$ cat src/rtl/param_stack.sv
// param_stack: parametrised LIFO stack with occupancy count, registered pop
// data/valid, same-cycle replace-top and sticky overflow/underflow flags.
// Optional high-water-mark output enabled by defining PARAM_STACK_HWM_EN.
module param_stack #(
    parameter int N = 16,
    parameter int DEPTH = 16,
    localparam int CW = $clog2(DEPTH + 1)
) (
    input  logic          clk,
    input  logic          reset,
    input  logic          push,
    input  logic          pop,
    input  logic [N-1:0]  push_data,
    input  logic          err_clr,
    output logic [N-1:0]  pop_data,
    output logic          pop_valid,
    output logic [N-1:0]  top,
    output logic [CW-1:0] count,
    output logic          empty,
    output logic          full,
    output logic          overflow,
    output logic          underflow
`ifdef PARAM_STACK_HWM_EN
    ,
    output logic [CW-1:0] hwm
`endif
);

    localparam int AW = (DEPTH > 1) ? $clog2(DEPTH) : 1;
    localparam logic [CW-1:0] DEPTH_C = CW'(DEPTH);
    localparam logic [CW-1:0] ONE_C = CW'(1);

    logic [N-1:0]  mem_q [DEPTH];
    logic [CW-1:0] count_q, count_d;
    logic [N-1:0]  pop_data_q, pop_data_d;
    logic          pop_valid_q, pop_valid_d;
    logic          empty_q, empty_d;
    logic          full_q, full_d;
    logic          overflow_q, overflow_d;
    logic          underflow_q, underflow_d;
    logic          mem_we;
    logic [AW-1:0] mem_waddr;
    logic [AW-1:0] top_idx;
    logic [AW-1:0] push_idx;
    logic [N-1:0]  top_word;

    // Top entry sits at count-1; the free slot for a push sits at count.
    assign top_idx  = AW'(count_q - ONE_C);
    assign push_idx = AW'(count_q);
    assign top_word = mem_q[top_idx];

    // Next-state decode for every push/pop combination, evaluated on the
    // pre-edge state; the error set condition overrides a concurrent clear.
    always_comb begin
        count_d     = count_q;
        pop_data_d  = pop_data_q;
        pop_valid_d = 1'b0;
        overflow_d  = err_clr ? 1'b0 : overflow_q;
        underflow_d = err_clr ? 1'b0 : underflow_q;
        mem_we      = 1'b0;
        mem_waddr   = push_idx;
        unique case ({push, pop})
            2'b10: begin
                if (!full_q) begin
                    mem_we  = 1'b1;
                    count_d = count_q + ONE_C;
                end else begin
                    overflow_d = 1'b1;
                end
            end
            2'b01: begin
                if (!empty_q) begin
                    pop_data_d  = top_word;
                    pop_valid_d = 1'b1;
                    count_d     = count_q - ONE_C;
                end else begin
                    underflow_d = 1'b1;
                end
            end
            2'b11: begin
                if (!empty_q) begin
                    pop_data_d  = top_word;
                    pop_valid_d = 1'b1;
                    mem_we      = 1'b1;
                    mem_waddr   = top_idx;
                end else begin
                    mem_we      = 1'b1;
                    count_d     = ONE_C;
                    underflow_d = 1'b1;
                end
            end
            default: begin
            end
        endcase
        empty_d = (count_d == '0);
        full_d  = (count_d == DEPTH_C);
    end

    // Storage array is write-only on the clock and deliberately not reset.
    always_ff @(posedge clk) begin
        if (mem_we) begin
            mem_q[mem_waddr] <= push_data;
        end
    end

    // Control and status registers with asynchronous active-low reset.
    always_ff @(posedge clk or negedge reset) begin
        if (!reset) begin
            count_q     <= '0;
            pop_data_q  <= '0;
            pop_valid_q <= 1'b0;
            empty_q     <= 1'b1;
            full_q      <= 1'b0;
            overflow_q  <= 1'b0;
            underflow_q <= 1'b0;
        end else begin
            count_q     <= count_d;
            pop_data_q  <= pop_data_d;
            pop_valid_q <= pop_valid_d;
            empty_q     <= empty_d;
            full_q      <= full_d;
            overflow_q  <= overflow_d;
            underflow_q <= underflow_d;
        end
    end

`ifdef PARAM_STACK_HWM_EN
    logic [CW-1:0] hwm_q, hwm_d;

    // High-water mark tracks the largest count; a clear restarts it from now.
    always_comb begin
        hwm_d = hwm_q;
        if (err_clr) begin
            hwm_d = count_d;
        end else if (count_d > hwm_q) begin
            hwm_d = count_d;
        end
    end

    // High-water mark register.
    always_ff @(posedge clk or negedge reset) begin
        if (!reset) begin
            hwm_q <= '0;
        end else begin
            hwm_q <= hwm_d;
        end
    end

    assign hwm = hwm_q;
`endif

    assign pop_data  = pop_data_q;
    assign pop_valid = pop_valid_q;
    assign top       = empty_q ? '0 : top_word;
    assign count     = count_q;
    assign empty     = empty_q;
    assign full      = full_q;
    assign overflow  = overflow_q;
    assign underflow = underflow_q;

endmodule

$ cat config.mk
export PLATFORM = sky130hd
export DESIGN_NAME = param_stack
export DESIGN_NICKNAME = d
export VERILOG_FILES = /design/src/rtl/param_stack.sv
export SDC_FILE = /design/constraint.sdc
export NUM_CORES = 1
export LEC_CHECK = 0
export ABC_AREA = 1
export CAP_MARGIN = 40
export CORE_ASPECT_RATIO = 1.5
export CORE_MARGIN = 5
export CORE_UTILIZATION = 25
export CTS_CLUSTER_DIAMETER = 100
export DETAILED_ROUTE_END_ITERATION = 8
export DONT_BUFFER_PORTS = 1
export PLACE_DENSITY = 0.34
export SYNTH_ARGS = -nofsm -noshare
export SYNTH_HDL_FRONTEND = slang
export SYNTH_SLANG_ARGS = --single-unit
$ cat constraint.sdc
create_clock -name clk -period 4 [get_ports clk]
set_input_delay 0.8 -clock clk [delete_from_list [all_inputs] [get_ports clk]]
set_output_delay 0.8 -clock clk [all_outputs]
set_load 0.1 [all_outputs]
After elaboration in Yosys (flattened, before gate mapping)
Memories as Yosys holds them, arrays and structs flattened.
Index checks and enable logic that the tools add are counted.
{"block": "op_classes", "muxes": 19, "n_bitwise": 1, "n_reduce_logical": 3, "eq_ne": 4, "n_addsub": 2}
{"operator": "two-way mux 16 bit", "count": 1}
{"operator": "two-way mux 5 bit", "count": 3}
{"operator": "one-hot mux 5 bit (3 select lines)", "count": 1}
{"operator": "two-way mux 1 bit", "count": 11}
{"operator": "two-way mux 4 bit", "count": 2}
{"operator": "adder 5 x 1 -> 5 bit, second input constant", "count": 1}
{"operator": "== test 5 bit, second input constant", "count": 1}
{"operator": "zero test 5 bit", "count": 1}
{"operator": "subtractor 5 x 1 -> 5 bit, second input constant", "count": 1}
{"operator": "== test 2 bit, second input constant", "count": 2}
{"operator": "== test 2 x 1 -> 1 bit, second input constant", "count": 1}
{"operator": "one-hot mux 1 bit (2 select lines)", "count": 1}
{"operator": "AND reduction 2 bit", "count": 1}
{"operator": "OR reduction 2 bit", "count": 1}
{"operator": "inverter 1 bit", "count": 1}
{"block": "word_totals", "mem_count": 1, "reg_bits": 26, "ram_bits": 256, "wordCells": 37, "in_bits": 21, "output_inout_bits": 42}
{"name": "mem_q", "words": 16, "width": 16, "rd": 1, "rd_ports_with_merged_regs": 0, "write_ports": 1, "line": "33", "text": "logic [N-1:0] mem_q [DEPTH];"}

Logic depth before layout (Yosys ltp)
{"block": "depth", "ltp_word": 4, "depth_mapped": 15, "mapped_depth_nobuf": 12}

Worst setup path after synthesis
OpenSTA, ideal clock, no wires.
{"block": "synth_timing", "path_kind": "reg-to-output", "from": "reg count_q[0], in the netlist count[0]", "to": "out top[10]", "required_ns": 3.200, "path_slack_ns": -0.852, "path_stages_with_launch": 13, "path_buffers": 5, "t_arrival_ns": 4.052, "cell_sequence": "dfrtp_1 buf_6 inv_6 buf_6 buf_2 ha_1 inv_1 buf_2 clkbuf_1 nand2_1 nand3_1 nand3_2 a21oi_1"}
{"block": "synth_between", "elab_chain_cells": 3}
{"element": "from (decl)", "line": "34", "text": "logic [CW-1:0] count_q, count_d;"}
{"element": "from (signal assigned)", "line": "117", "text": "count_q <= count_d;"}
{"element": "subtractor 5 x 1 -> 5 bit"}
{"element": "memory read (16 x 16 bit)"}
{"element": "two-way mux 16 bit", "line": "154", "text": "assign top = empty_q ? '0 : top_word;"}
{"element": "to (decl)", "line": "17", "text": "output logic [N-1:0] top,"}
No other way between the ends.

Final worst setup path
{"block": "layout_timing", "from": "reg count_q[0], in the netlist count[0]", "to": "out top[9]"}
Same word-level chain as after synthesis.

==> flow_metrics.tcl <==
set metrics [dict create \
    outcome "finished, final reports clean" \
    timing.final.hold_violations 0 \
    clk_root_buf "sky130_fd_sc_hd__clkbuf_16" \
    top_usage_layer "met2" \
    worst_hold_path_type "primary input to async pin" \
    reg2reg_depth 9 \
    end_kind "output port" \
    fmaxAchievable_mhz 264 \
    cts_tree "built" \
    number_of_standard_cells_after_synthesis 1085 \
    diodes 0 \
    maximum_number_of_pins_on_one_net_before_global_route_repair 130 \
    drt-vias-per-instance 4.47 \
    final_max_slew_viol_count 0 \
    synth_seq_cells 282 \
    cts_max_level 1 \
    dr.pass1.iters 4 \
    antenna_violating_nets_post_route 0 \
    finalWirelength_mm 38.6 \
    gp_congestion 0.759 \
    detailedRoute.firstIterationViolations 509 \
    crit_path_max_fanout 15 \
    floorplan.initialDensity_pct 25.1 \
    design.core.area_mm2 0.0473 \
    unrepaired_setup_endpoints_after_global_routing "no" \
    groute.layer.met3.usage_pct 2.52 \
    crit_required_ns 3.20 \
    first_global_vias 7935 \
    setup_total_negative_slack_ns 0 \
    synth.top_cells.by_area "sky130_fd_sc_hd__edfxtp_1 (65%), sky130_fd_sc_hd__nand2_1 (9.4%), sky130_fd_sc_hd__nor2_1 (5.9%), sky130_fd_sc_hd__dfrtp_1 (5.3%), sky130_fd_sc_hd__nand3_1 (4.1%)" \
    synth_largest_type_area_fraction_pct 64.6 \
    relative_area_change_from_synthesis_to_final_layout_pct 23.2 \
    postSynthNetCount 1109 \
    detailroute.via_count 7827 \
    mappedNetlistArea_mm2 0.0119 \
    critical_setup_path_class "flop to output port" \
    place.detailed.hpwl_mm 24.5 \
    drv_cap 0 \
    worst-slew-pin-transition_ns 0.897 \
    layout_worst_path_cycle_share_pct 94.8 \
    setup.reg_to_reg.worst_slack_ns 1.02 \
    number_of_buffers_created_by_cts 30 \
    met2_usage_pct 26.6 \
    layout_cells_sized_above_1_pct 15.1 \
    cell_accounting_for_the_most_synthesized_area "sky130_fd_sc_hd__edfxtp_1" \
    synth.lib_cells_used.distinct 27 \
    design.final.nets 1154 \
    grt_overflow_total 0 \
    die_height_um 277 \
    die-width_um 188 \
    floorplan.rows 98 \
    worst_skew_pair.late_latency_ns 0.57 \
    finalHoldWorstSlack_ns 0.0488 \
    floorplan.io_pins 63 \
    grt_pass1_wl_mm 56.7 \
    most_frequent_cells_in_the_layout "sky130_fd_sc_hd__nand2_1 (299), sky130_fd_sc_hd__edfxtp_1 (256), sky130_fd_sc_hd__nor2_1 (170)" \
    total_global_route_track_usage_pct 14.6 \
    clk_path_buf_depth 3 \
    start_kind "flop" \
    fillCellCount 4821 \
    gr-usage-met1_pct 17.7 \
    crit-reg2reg-launch "count[0]" \
    r2r-end "mem_q[11][5]" \
    synth-warning-count 0 \
    finalCoreUtilization_pct 31.0 \
    layout.cells.most_common "sky130_fd_sc_hd__nand2_1" \
    cts.clk_slew.worst_paths_ns 0.06 \
    post-route-drc-count 0 \
    finalWorstPathRequiredPeriod_ns 3.79 \
    syn_avg_cell_area_um2 11.0 \
    design.die.area_mm2 0.0521 \
    number_of_clock_sinks 282 \
    grt_antenna_before_repair 0 \
    io_buffer_count 0 \
    synth_sequential_area_ratio_pct 70.1 \
    worst-endpoint-arrival_ns 2.99 \
    routedWlPerCell_um 22.1 \
    worst_clock_skew_ns 0.0172 \
    setup_viol 0 \
    timing.max_slew.rel_slack_pct 40.2 \
]
[critical path, cell delays in order (launching register included)]
cell and delay (ns):
sky130_fd_sc_hd__dfrtp_4 0.51, sky130_fd_sc_hd__inv_6 0.09, sky130_fd_sc_hd__ha_4 0.21, sky130_fd_sc_hd__inv_2 0.32, sky130_fd_sc_hd__buf_4 0.31, sky130_fd_sc_hd__nor2_1 0.06
sky130_fd_sc_hd__o21ai_0 0.09, sky130_fd_sc_hd__nand3_1 0.30, sky130_fd_sc_hd__nand3_2 0.21, sky130_fd_sc_hd__a21oi_4 0.08, sky130_fd_sc_hd__buf_12 0.21
[synth_stat cells]
master                     instances
sky130_fd_sc_hd__o22ai_1           2
sky130_fd_sc_hd__dfstp_2           1
sky130_fd_sc_hd__o21ai_0          84
sky130_fd_sc_hd__nor3_1            1
sky130_fd_sc_hd__nand2_1         299
sky130_fd_sc_hd__or2_4             1
sky130_fd_sc_hd__inv_1            21
sky130_fd_sc_hd__buf_4            13
sky130_fd_sc_hd__nand3b_1          1
sky130_fd_sc_hd__ha_1              3
sky130_fd_sc_hd__clkbuf_1         17
sky130_fd_sc_hd__nand3_1          98
sky130_fd_sc_hd__nand2_4           3
sky130_fd_sc_hd__edfxtp_1        256
sky130_fd_sc_hd__nor2_1          186
sky130_fd_sc_hd__nand3_2          13
sky130_fd_sc_hd__a21oi_1          19
sky130_fd_sc_hd__buf_6             4
sky130_fd_sc_hd__dfrtp_1          25
sky130_fd_sc_hd__nor2_4            1
sky130_fd_sc_hd__buf_2            24
sky130_fd_sc_hd__inv_2             1
sky130_fd_sc_hd__inv_4             1
sky130_fd_sc_hd__o21ai_1           4
sky130_fd_sc_hd__clkinv_1          1
sky130_fd_sc_hd__nand2_2           5
sky130_fd_sc_hd__inv_6             1
[logic make-up after synthesis]
| family | Yosys count | share of synthesized area, % |
|---|---|---|
| buffers and inverters | 83 | 3.60 |
| adder cells (fa/ha/maj) | 3 | 0.316 |
| AND/OR/NAND/NOR | 608 | 21.3 |
| AO/OA/AOI/OAI | 109 | 4.61 |
| flip-flops | 282 | 70.1 |
[metal layers]
metal,up-vias,share of wire (%)
met4,0,2.1
met3,51,4.7
met1,3842,41
met5,-,0
met2,149,52
li1,3785,-
[area by class of cell]
cell class | count | area, µm² | area share (%)
flip-flops and latches | 282 | 8340 | 57.0
multi-input cells | 720 | 3360 | 22.9
repair buffers | 71 | 1160 | 7.94
clock buffers | 39 | 806 | 5.50
well taps | 600 | 751 | 5.12
clock inverters | 15 | 125 | 0.854
inverters | 25 | 104 | 0.709
[registers in the layout, summed over array words and instances, names as in the netlist]
register   cells
mem_q        256
empty          1
underflow      1
overflow       1
pop_data      16
count          5
pop_valid      1
full           1
[how the worst max path moves through the flow]
stage / from / endpoint / slack (ns) / cells past startpoint
6_report: count[0] / top[9] / 0.21 / 10
5_1_grt: count[0] / top[9] / 0.05 / 10
4_1_cts: count[0] / top[9] / 0.03 / 10
3_5_place_dp: count[0] / top[9] / 0.67 / 10
3_3_place_gp: count[0] / top[9] / 0.65 / 10
2_1_floorplan: count[0] / top[10] / 0.03 / 12
[metrics by stage]
stage	cells	cell area (µm²)	setup WS (ns)
2_1_floorplan	1085	12100	0.0345
3_3_place_gp	1678	13200	0.654
3_5_place_dp	1696	13700	0.667
4_1_cts	1751	14600	0.0327
5_1_grt	1752	14600	0.0510
6_report	1752	14600	0.209
[timing repair]
item	CTS	global route
resized for setup	0	2
endpoints found under the hold margin	25	0
setup endpoints to repair	0	1
hold buffers	1	0
buffers inserted	0	0
Power is not shown: default switching activity piles up to over one toggle a cycle in this logic, so the estimate is an artifact.
